--- src/rtl/scope_capture_seq_pkg.sv ---
`default_nettype none
// +------------------------------------------------------------------+
// | Package     : scope_pkg                                          |
// | Description : State encoding and trigger-edge constants shared   |
// |               by the scope capture write-side sequencer.         |
// | Revision    : 1.0 - initial release                              |
// +------------------------------------------------------------------+
package scope_pkg;

  localparam logic [2:0] S_IDLE       = 3'd0;
  localparam logic [2:0] S_WAIT_EMPTY = 3'd1;
  localparam logic [2:0] S_WAIT_TRIG  = 3'd2;
  localparam logic [2:0] S_CAPTURE    = 3'd3;
  localparam logic [2:0] S_DONE       = 3'd4;

  localparam logic TRIG_RISE = 1'b0;
  localparam logic TRIG_FALL = 1'b1;

  typedef enum logic [2:0] {
    ST_IDLE       = S_IDLE,
    ST_WAIT_EMPTY = S_WAIT_EMPTY,
    ST_WAIT_TRIG  = S_WAIT_TRIG,
    ST_CAPTURE    = S_CAPTURE,
    ST_DONE       = S_DONE
  } state_t;

endpackage
`default_nettype wire

--- src/rtl/scope_capture_seq_if.sv ---
`default_nettype none
// +------------------------------------------------------------------+
// | Interface   : scope_capture_seq_if                               |
// | Description : ADC input, control, FIFO write and status signals  |
// |               of the scope capture sequencer.                    |
// | Revision    : 1.0 - initial release                              |
// +------------------------------------------------------------------+
interface scope_capture_seq_if #(
  parameter int DATA_W = 8,
  parameter int LVL_W  = 10,
  parameter int CNT_W  = 16
);
  logic [DATA_W-1:0] adc_data;
  logic              adc_valid;
  logic              arm;
  logic              abort;
  logic [DATA_W-1:0] trig_level;
  logic              trig_falling;
  logic              force_trig;
  logic [CNT_W-1:0]  decim;
  logic [CNT_W-1:0]  cap_len;
  logic              fifo_wfull;
  logic [LVL_W-1:0]  fifo_wr_level;
  logic              fifo_w_en;
  logic [DATA_W-1:0] fifo_wdata;
  logic              busy;
  logic              done;
  logic              overflow;
  logic [2:0]        state_o;

  // Control/ADC/FIFO-status side
  modport master (
    output adc_data, adc_valid, arm, abort, trig_level, trig_falling,
           force_trig, decim, cap_len, fifo_wfull, fifo_wr_level,
    input  fifo_w_en, fifo_wdata, busy, done, overflow, state_o
  );

  // Sequencer side
  modport slave (
    input  adc_data, adc_valid, arm, abort, trig_level, trig_falling,
           force_trig, decim, cap_len, fifo_wfull, fifo_wr_level,
    output fifo_w_en, fifo_wdata, busy, done, overflow, state_o
  );
endinterface
`default_nettype wire

--- src/rtl/scope_capture_seq_trig_detect.sv ---
`default_nettype none
// +------------------------------------------------------------------+
// | Module      : scope_trig_detect                                  |
// | Description : Sample decimation and level/edge trigger compare.  |
// |               o_accept marks a kept sample, o_hit a trigger.     |
// | Revision    : 1.0 - initial release                              |
// +------------------------------------------------------------------+
module scope_trig_detect
  import scope_pkg::*;
#(
  parameter int DATA_W = 8,
  parameter int CNT_W  = 16
) (
  input  wire logic              wclk,
  input  wire logic              wrst,
  input  wire logic              i_active,
  input  wire logic              i_wait_trig,
  input  wire logic              i_clr,
  input  wire logic              i_adc_valid,
  input  wire logic [DATA_W-1:0] i_adc_data,
  input  wire logic [CNT_W-1:0]  i_decim,
  input  wire logic [DATA_W-1:0] i_lvl,
  input  wire logic              i_falling,
  output logic                   o_accept,
  output logic                   o_hit
);

  logic [CNT_W-1:0]  r_dcnt;
  logic [DATA_W-1:0] r_prev;
  logic              r_have_prev;
  logic              w_rise;
  logic              w_fall;

  assign o_accept = i_active & i_adc_valid & (r_dcnt == '0);
  assign w_rise   = (r_prev <  i_lvl) && (i_adc_data >= i_lvl);
  assign w_fall   = (r_prev >= i_lvl) && (i_adc_data <  i_lvl);
  // The first kept sample after entering WAIT_TRIG only seeds prev
  assign o_hit    = o_accept & i_wait_trig & r_have_prev &
                    ((i_falling == TRIG_FALL) ? w_fall : w_rise);

  // Decimation counter: keep a sample at zero, then reload with decim
  always_ff @(posedge wclk or posedge wrst) begin
    if (wrst) begin
      r_dcnt <= '0;
    end else if (i_clr) begin
      r_dcnt <= '0;
    end else if (i_active && i_adc_valid) begin
      if (r_dcnt == '0) r_dcnt <= i_decim;
      else              r_dcnt <= r_dcnt - 1'b1;
    end
  end

  // Previous kept sample and its validity within the current WAIT_TRIG
  always_ff @(posedge wclk or posedge wrst) begin
    if (wrst) begin
      r_prev      <= '0;
      r_have_prev <= 1'b0;
    end else begin
      if (!i_wait_trig)  r_have_prev <= 1'b0;
      else if (o_accept) r_have_prev <= 1'b1;
      if (o_accept)      r_prev      <= i_adc_data;
    end
  end

endmodule
`default_nettype wire

--- src/rtl/scope_capture_seq.sv ---
`default_nettype none
// +------------------------------------------------------------------+
// | Module      : scope_capture_seq                                  |
// | Description : Write-side sample FIFO sequencer: waits for empty  |
// |               FIFO, triggers, writes cap_len decimated samples.  |
// | Revision    : 1.0 - initial release                              |
// +------------------------------------------------------------------+
module scope_capture_seq
  import scope_pkg::*;
#(
  parameter int DATA_W = 8,
  parameter int LVL_W  = 10,
  parameter int CNT_W  = 16
) (
  input  wire logic          wclk,
  input  wire logic          wrst,
  scope_capture_seq_if.slave io_bus
);

  state_t            r_state;
  logic [CNT_W-1:0]  r_decim;
  logic [CNT_W-1:0]  r_cap_len;
  logic [DATA_W-1:0] r_lvl;
  logic              r_falling;
  logic [CNT_W-1:0]  r_remain;
  logic              r_force_pend;
  logic              r_w_en;
  logic [DATA_W-1:0] r_wdata;
  logic              r_overflow;

  logic w_active;
  logic w_wait_trig;
  logic w_arm_go;
  logic w_accept;
  logic w_hit;
  logic w_trig;

  assign w_wait_trig = (r_state == ST_WAIT_TRIG);
  assign w_active    = w_wait_trig || (r_state == ST_CAPTURE);
  assign w_arm_go    = io_bus.arm && !io_bus.abort &&
                       ((r_state == ST_IDLE) || (r_state == ST_DONE));
  assign w_trig      = w_accept && (w_hit || r_force_pend || io_bus.force_trig);

  scope_trig_detect #(
    .DATA_W (DATA_W),
    .CNT_W  (CNT_W)
  ) u_trig (
    .wclk        (wclk),
    .wrst        (wrst),
    .i_active    (w_active),
    .i_wait_trig (w_wait_trig),
    .i_clr       (w_arm_go),
    .i_adc_valid (io_bus.adc_valid),
    .i_adc_data  (io_bus.adc_data),
    .i_decim     (r_decim),
    .i_lvl       (r_lvl),
    .i_falling   (r_falling),
    .o_accept    (w_accept),
    .o_hit       (w_hit)
  );

  // Capture FSM with length counter and registered FIFO write port
  always_ff @(posedge wclk or posedge wrst) begin
    if (wrst) begin
      r_state      <= ST_IDLE;
      r_decim      <= '0;
      r_cap_len    <= '0;
      r_lvl        <= '0;
      r_falling    <= 1'b0;
      r_remain     <= '0;
      r_force_pend <= 1'b0;
      r_w_en       <= 1'b0;
      r_wdata      <= '0;
      r_overflow   <= 1'b0;
    end else begin
      r_w_en <= 1'b0;
      if (io_bus.abort) begin
        r_state      <= ST_IDLE;
        r_force_pend <= 1'b0;
      end else begin
        case (r_state)
          ST_IDLE, ST_DONE: begin
            if (io_bus.arm) begin
              r_decim    <= io_bus.decim;
              r_cap_len  <= (io_bus.cap_len == '0) ? CNT_W'(1) : io_bus.cap_len;
              r_lvl      <= io_bus.trig_level;
              r_falling  <= io_bus.trig_falling;
              r_overflow <= 1'b0;
              r_state    <= ST_WAIT_EMPTY;
            end
          end
          ST_WAIT_EMPTY: begin
            r_force_pend <= 1'b0;
            if (io_bus.fifo_wr_level == '0) r_state <= ST_WAIT_TRIG;
          end
          ST_WAIT_TRIG: begin
            if (io_bus.force_trig) r_force_pend <= 1'b1;
            if (w_trig) begin
              r_force_pend <= 1'b0;
              if (io_bus.fifo_wfull) begin
                r_overflow <= 1'b1;
                r_state    <= ST_DONE;
              end else begin
                r_w_en   <= 1'b1;
                r_wdata  <= io_bus.adc_data;
                r_remain <= r_cap_len - 1'b1;
                r_state  <= (r_cap_len == CNT_W'(1)) ? ST_DONE : ST_CAPTURE;
              end
            end
          end
          ST_CAPTURE: begin
            if (w_accept) begin
              if (io_bus.fifo_wfull) begin
                r_overflow <= 1'b1;
                r_state    <= ST_DONE;
              end else begin
                r_w_en   <= 1'b1;
                r_wdata  <= io_bus.adc_data;
                r_remain <= r_remain - 1'b1;
                if (r_remain == CNT_W'(1)) r_state <= ST_DONE;
              end
            end
          end
          default: r_state <= ST_IDLE;
        endcase
      end
    end
  end

  assign io_bus.fifo_w_en  = r_w_en;
  assign io_bus.fifo_wdata = r_wdata;
  assign io_bus.overflow   = r_overflow;
  assign io_bus.state_o    = r_state;
  assign io_bus.busy       = (r_state != ST_IDLE) && (r_state != ST_DONE);
  assign io_bus.done       = (r_state == ST_DONE);

endmodule
`default_nettype wire

--- src/flat_wrapper.sv ---
// flat-port wrapper written by rule: the top's interface ports become plain ports
module scope_capture_seq_flat import scope_pkg::*;
#(
  parameter int DATA_W = 8,
  parameter int LVL_W  = 10,
  parameter int CNT_W  = 16
)
  (wclk, wrst, io_bus_adc_data, io_bus_adc_valid, io_bus_arm, io_bus_abort, io_bus_trig_level, io_bus_trig_falling, io_bus_force_trig, io_bus_decim, io_bus_cap_len, io_bus_fifo_wfull, io_bus_fifo_wr_level, io_bus_fifo_w_en, io_bus_fifo_wdata, io_bus_busy, io_bus_done, io_bus_overflow, io_bus_state_o);
  scope_capture_seq_if #(.DATA_W(DATA_W), .LVL_W(LVL_W), .CNT_W(CNT_W)) io_bus_i ();
  input  wire logic wclk;
  input  wire logic wrst;
  input wire logic [$bits(io_bus_i.adc_data)-1:0] io_bus_adc_data;
  input wire logic [$bits(io_bus_i.adc_valid)-1:0] io_bus_adc_valid;
  input wire logic [$bits(io_bus_i.arm)-1:0] io_bus_arm;
  input wire logic [$bits(io_bus_i.abort)-1:0] io_bus_abort;
  input wire logic [$bits(io_bus_i.trig_level)-1:0] io_bus_trig_level;
  input wire logic [$bits(io_bus_i.trig_falling)-1:0] io_bus_trig_falling;
  input wire logic [$bits(io_bus_i.force_trig)-1:0] io_bus_force_trig;
  input wire logic [$bits(io_bus_i.decim)-1:0] io_bus_decim;
  input wire logic [$bits(io_bus_i.cap_len)-1:0] io_bus_cap_len;
  input wire logic [$bits(io_bus_i.fifo_wfull)-1:0] io_bus_fifo_wfull;
  input wire logic [$bits(io_bus_i.fifo_wr_level)-1:0] io_bus_fifo_wr_level;
  output wire logic [$bits(io_bus_i.fifo_w_en)-1:0] io_bus_fifo_w_en;
  output wire logic [$bits(io_bus_i.fifo_wdata)-1:0] io_bus_fifo_wdata;
  output wire logic [$bits(io_bus_i.busy)-1:0] io_bus_busy;
  output wire logic [$bits(io_bus_i.done)-1:0] io_bus_done;
  output wire logic [$bits(io_bus_i.overflow)-1:0] io_bus_overflow;
  output wire logic [$bits(io_bus_i.state_o)-1:0] io_bus_state_o;
  assign io_bus_i.adc_data = io_bus_adc_data;
  assign io_bus_i.adc_valid = io_bus_adc_valid;
  assign io_bus_i.arm = io_bus_arm;
  assign io_bus_i.abort = io_bus_abort;
  assign io_bus_i.trig_level = io_bus_trig_level;
  assign io_bus_i.trig_falling = io_bus_trig_falling;
  assign io_bus_i.force_trig = io_bus_force_trig;
  assign io_bus_i.decim = io_bus_decim;
  assign io_bus_i.cap_len = io_bus_cap_len;
  assign io_bus_i.fifo_wfull = io_bus_fifo_wfull;
  assign io_bus_i.fifo_wr_level = io_bus_fifo_wr_level;
  assign io_bus_fifo_w_en = io_bus_i.fifo_w_en;
  assign io_bus_fifo_wdata = io_bus_i.fifo_wdata;
  assign io_bus_busy = io_bus_i.busy;
  assign io_bus_done = io_bus_i.done;
  assign io_bus_overflow = io_bus_i.overflow;
  assign io_bus_state_o = io_bus_i.state_o;
  scope_capture_seq #(.DATA_W(DATA_W), .LVL_W(LVL_W), .CNT_W(CNT_W)) u_core (.wclk(wclk), .wrst(wrst), .io_bus(io_bus_i));
endmodule
--- config.mk ---
export PLATFORM = sky130hd
export DESIGN_NAME = scope_capture_seq_flat
export DESIGN_NICKNAME = d
export VERILOG_FILES = /design/src/rtl/scope_capture_seq_pkg.sv /design/src/rtl/scope_capture_seq_if.sv /design/src/rtl/scope_capture_seq_trig_detect.sv /design/src/rtl/scope_capture_seq.sv /design/src/flat_wrapper.sv
export SDC_FILE = /design/constraint.sdc
export NUM_CORES = 1
export LEC_CHECK = 0
export CAP_MARGIN = 20
export CORE_ASPECT_RATIO = 1.2
export CORE_MARGIN = 2
export CORE_UTILIZATION = 30
export CTS_BUF_LIST = sky130_fd_sc_hd__clkbuf_8
export DETAILED_ROUTE_END_ITERATION = 6
export GPL_ROUTABILITY_DRIVEN = 0
export PLACE_DENSITY = 0.56
export SYNTH_ARGS = -nofsm -noshare
export SYNTH_HDL_FRONTEND = slang
export SYNTH_SLANG_ARGS = --single-unit
--- constraint.sdc ---
create_clock -name wclk -period 4.5 [get_ports wclk]
set_clock_uncertainty 0.15 [all_clocks]
set_input_delay 0.9 -clock wclk [delete_from_list [all_inputs] [get_ports wclk]]
set_output_delay 0.9 -clock wclk [all_outputs]
set_load 0.01 [all_outputs]
==> results.toml <==
[worst_setup_path]
path_max_fanout = 12
startpoint_type = "flop"
r2r_slack_ns = 1.03
worstPathArrival_ns = 3.59
end_kind = "flop"
required_ns = 4.63
reg2regPathDepth = 10
r2r_start = "u_core.u_trig.r_dcnt[7]"
regToRegEndpoint = "u_core.r_remain[9]"
critPathKind = "flop to flop"

[grt]
grt_use_total = 0.154
grt_overflow_total = 0
antenna_found_initial = 0
grt_pass1_vias = 4804
grt_max_degree = 97
grt_pass1_wl_um = 23500

[layout]
drive_gt1_frac = 0.0636
final_nets = 792
instances_no_fill = 928
diodes = 0
area_delta_synth_final_pct = 23.8

[power_and_ir_drop]
power_density_mw_per_mm2 = 619
power_w = 0.00414
ir_drop_mv = 0.278
leakage_nw = 2.99

[routing]
first_pass_iters = 4
drc = 0
antenna_left = 0
wl_um = 14400
wire_per_inst_um = 15.5
drt_iter0_drc = 330
routed-wl-met2_um = 7030
wl_met1_um = 6490
top_layer = "met4"
via_count = 4748
dr_wl_met3_um = 489
routed_via_density = 5.12

[timing]
rsz0062_at_grt = "false"
slew_viol_final = 0
fin_tns_setup_ns = 0
worstMarginPinSlew_ns = 0.895
relSlewSlack = 0.398
worst_hold_slack_ns = 0.334
max_freq_mhz = 288
finalCritPeriodShare = 0.771
hold_viol = 0
period_needed_ns = 3.47
timing.final.ws_setup_ns = 1.03
setup_violations = 0

[die]
fp-row-count = 53
dieArea_mm2 = 0.0191
io_pins = 81
core_mm2 = 0.0176
fp.dieH_um = 151
start_util = 0.307
die_width_um = 126

[place]
dp_hpwl_um = 10800
dp_worst_setup_slack_ns = 0.639
portBuffers = 80
place_inst = 913

[synth]
avgSynthCellArea_um2 = 8.60
synth_seq_cells = 96
synth_ff_type = "dfrtp_1"
netlist_area_mm2 = 0.00540
syn-instance-count = 628
yosys_warnings = 0
async_flop_share = 1.00
synth_cell_type_count = 55
synth_fp_nets = 716
ys_seq_area_frac = 0.445
synth_edf_count = 0

[worst_hold_path]
holdPathStages = 2
hp-start = "u_core.r_decim[5]"
worstHoldEndpoint = "u_core.r_decim[5]"
hold_class = "flop to flop"

[cts]
postCtsHoldBufs = 0
ctsResizeCount = 0
clkTransAtPathRegs_ns = 0.10
cts-root-buf = "clkbuf_8"
clk_latency_ns = 0.40
cts_made_buffers = 9
h-tree-depth = 3
cts_setup_buffers = 0
clk_path_buf_depth = 2
cts_tree = "done"
cts_sinks = 96

[outcome]
outcome = "completed"

[job]
max_cap_violations = 0
==> worst max-delay path by stage <==
| stage | start | endpoint | slack [ns] | cells past startpoint |
|---|---|---|---|---|
| floorplan | wrst | u_core.io_bus.fifo_w_en | 0.94 | 1 |
| global placement | io_bus_adc_data[1] | u_core.r_remain[9] | 0.68 | 12 |
| global route | u_core.u_trig.r_dcnt[7] | u_core.r_remain[9] | 0.85 | 10 |
| CTS | u_core.u_trig.r_dcnt[7] | u_core.r_remain[9] | 1.01 | 10 |
| finish | u_core.u_trig.r_dcnt[7] | u_core.r_remain[9] | 1.03 | 10 |
| detailed placement | io_bus_adc_data[1] | u_core.io_bus.fifo_wdata[7] | 0.64 | 12 |
==> per-layer routing <==
layer | up-vias | global-route usage
li1 | 2358 | -
met3 | 20 | 0.0237
met2 | 104 | 0.267
met4 | 0 | 0.0698
met1 | 2266 | 0.189
met5 | - | 0
==> metrics by stage <==
step / util / cell area, um^2
finish: 0.380 / 6680
global route: 0.380 / 6680
CTS: 0.380 / 6680
detailed placement: 0.368 / 6460
global placement: 0.368 / 6460
floorplan: - / 5400
==> power by group <==
group / internal [W] / switching (W) / total [W]
Sequential: 0.00124 / 0.000343 / 0.00158
Combinational: 0.000845 / 0.00107 / 0.00192
Clock: 0.000314 / 0.000326 / 0.000639
Total: 0.00240 / 0.00174 / 0.00414
==> Yosys cell counts (2+ instances only) <==
library cell | n | area (um^2)
mux2_1 | 10 | 113
nand2b_1 | 4 | 25.0
mux2i_1 | 2 | 20.0
or2_2 | 2 | 12.5
nor4_1 | 15 | 93.8
nor3b_1 | 5 | 37.5
o21ai_0 | 43 | 215
buf_6 | 2 | 22.5
dfrtp_1 | 96 | 2400
or3_1 | 8 | 50.1
a21oi_1 | 46 | 230
buf_2 | 2 | 10.0
a31oi_1 | 8 | 50.1
clkbuf_1 | 22 | 82.6
nand3_1 | 12 | 60.1
mux2_4 | 6 | 90.1
or4_1 | 3 | 22.5
nand2_1 | 139 | 522
nand4_1 | 4 | 25.0
o21ai_1 | 10 | 50.1
ha_1 | 22 | 275
o22ai_1 | 9 | 56.3
o211ai_1 | 4 | 30.0
a21o_1 | 3 | 22.5
a311oi_1 | 2 | 17.5
nor2_1 | 40 | 150
o211a_1 | 4 | 40.0
nor3_1 | 29 | 145
inv_1 | 25 | 93.8
xor2_1 | 10 | 87.6
a22oi_1 | 4 | 30.0
and2_1 | 3 | 18.8
and3_1 | 5 | 31.3
nor2b_1 | 3 | 18.8
xnor2_1 | 6 | 52.6
==> worst max-delay path: stages, from the launching register on <==
cell and delay (ns):
dfrtp_1 0.44, or4_4 0.58, or3_1 0.46, or3_1 0.44, nor3_2 0.19, o211ai_1 0.11, buf_4 0.19, and2_1 0.17
buf_4 0.19, inv_4 0.10, mux2_1 0.32
==> cell families after synthesis <==
| group | after synthesis | synth area share |
|---|---|---|
| DFF | 96 | 0.445 |
| and+or+nand+nor | 279 | 0.238 |
| muxes | 19 | 0.0433 |
| AOI/OAI and AO/OA | 143 | 0.156 |
| buffers and inverters | 53 | 0.0406 |
| adders and majority gates | 22 | 0.0510 |
| xor gates and xnor gates | 16 | 0.0260 |
==> layout by cell type (no fill, tap or decap), types with 4 or more instances in the layout <==
cell | netlist | final
a21oi_1 | 46 | 46
a22oi_1 | 4 | 4
a31oi_1 | 8 | 8
and3_1 | 5 | 5
buf_4 | 0 | 11
clkbuf_8 | 0 | 9
clkdlybuf4s50_1 | 0 | 80
dfrtp_1 | 96 | 96
ha_1 | 22 | 22
inv_1 | 25 | 24
mux2_1 | 10 | 10
mux2_4 | 6 | 6
nand2_1 | 139 | 139
nand2b_1 | 4 | 4
nand3_1 | 12 | 12
nand4_1 | 4 | 4
nor2_1 | 40 | 40
nor3_1 | 29 | 28
nor3b_1 | 5 | 5
nor4_1 | 15 | 15
o211a_1 | 4 | 4
o211ai_1 | 4 | 4
o21ai_0 | 43 | 43
o21ai_1 | 10 | 10
o22ai_1 | 9 | 9
or3_1 | 8 | 8
xnor2_1 | 6 | 6
xor2_1 | 10 | 10
==> cell type report <==
class / count / area [um^2]
fill: 1763 / 10900
tap: 220 / 275
sequential: 96 / 2400
inverter: 26 / 101
clock inverter: 6 / 92.6
clock buffer: 9 / 124
multi-input combinational: 479 / 2780
timing repair buffer: 92 / 903
==> state kept, by name (all words and copies together) (netlist names), 3 cells and up <==
signal	count
u_core.u_trig.r_dcnt	16
u_core.r_cap_len	16
u_core.u_trig.r_prev	8
u_core.io_bus.fifo_wdata	8
u_core.r_remain	16
u_core.r_decim	16
u_core.io_bus.state_o	3
u_core.r_lvl	8
Power figures use the tool's default switching activity.
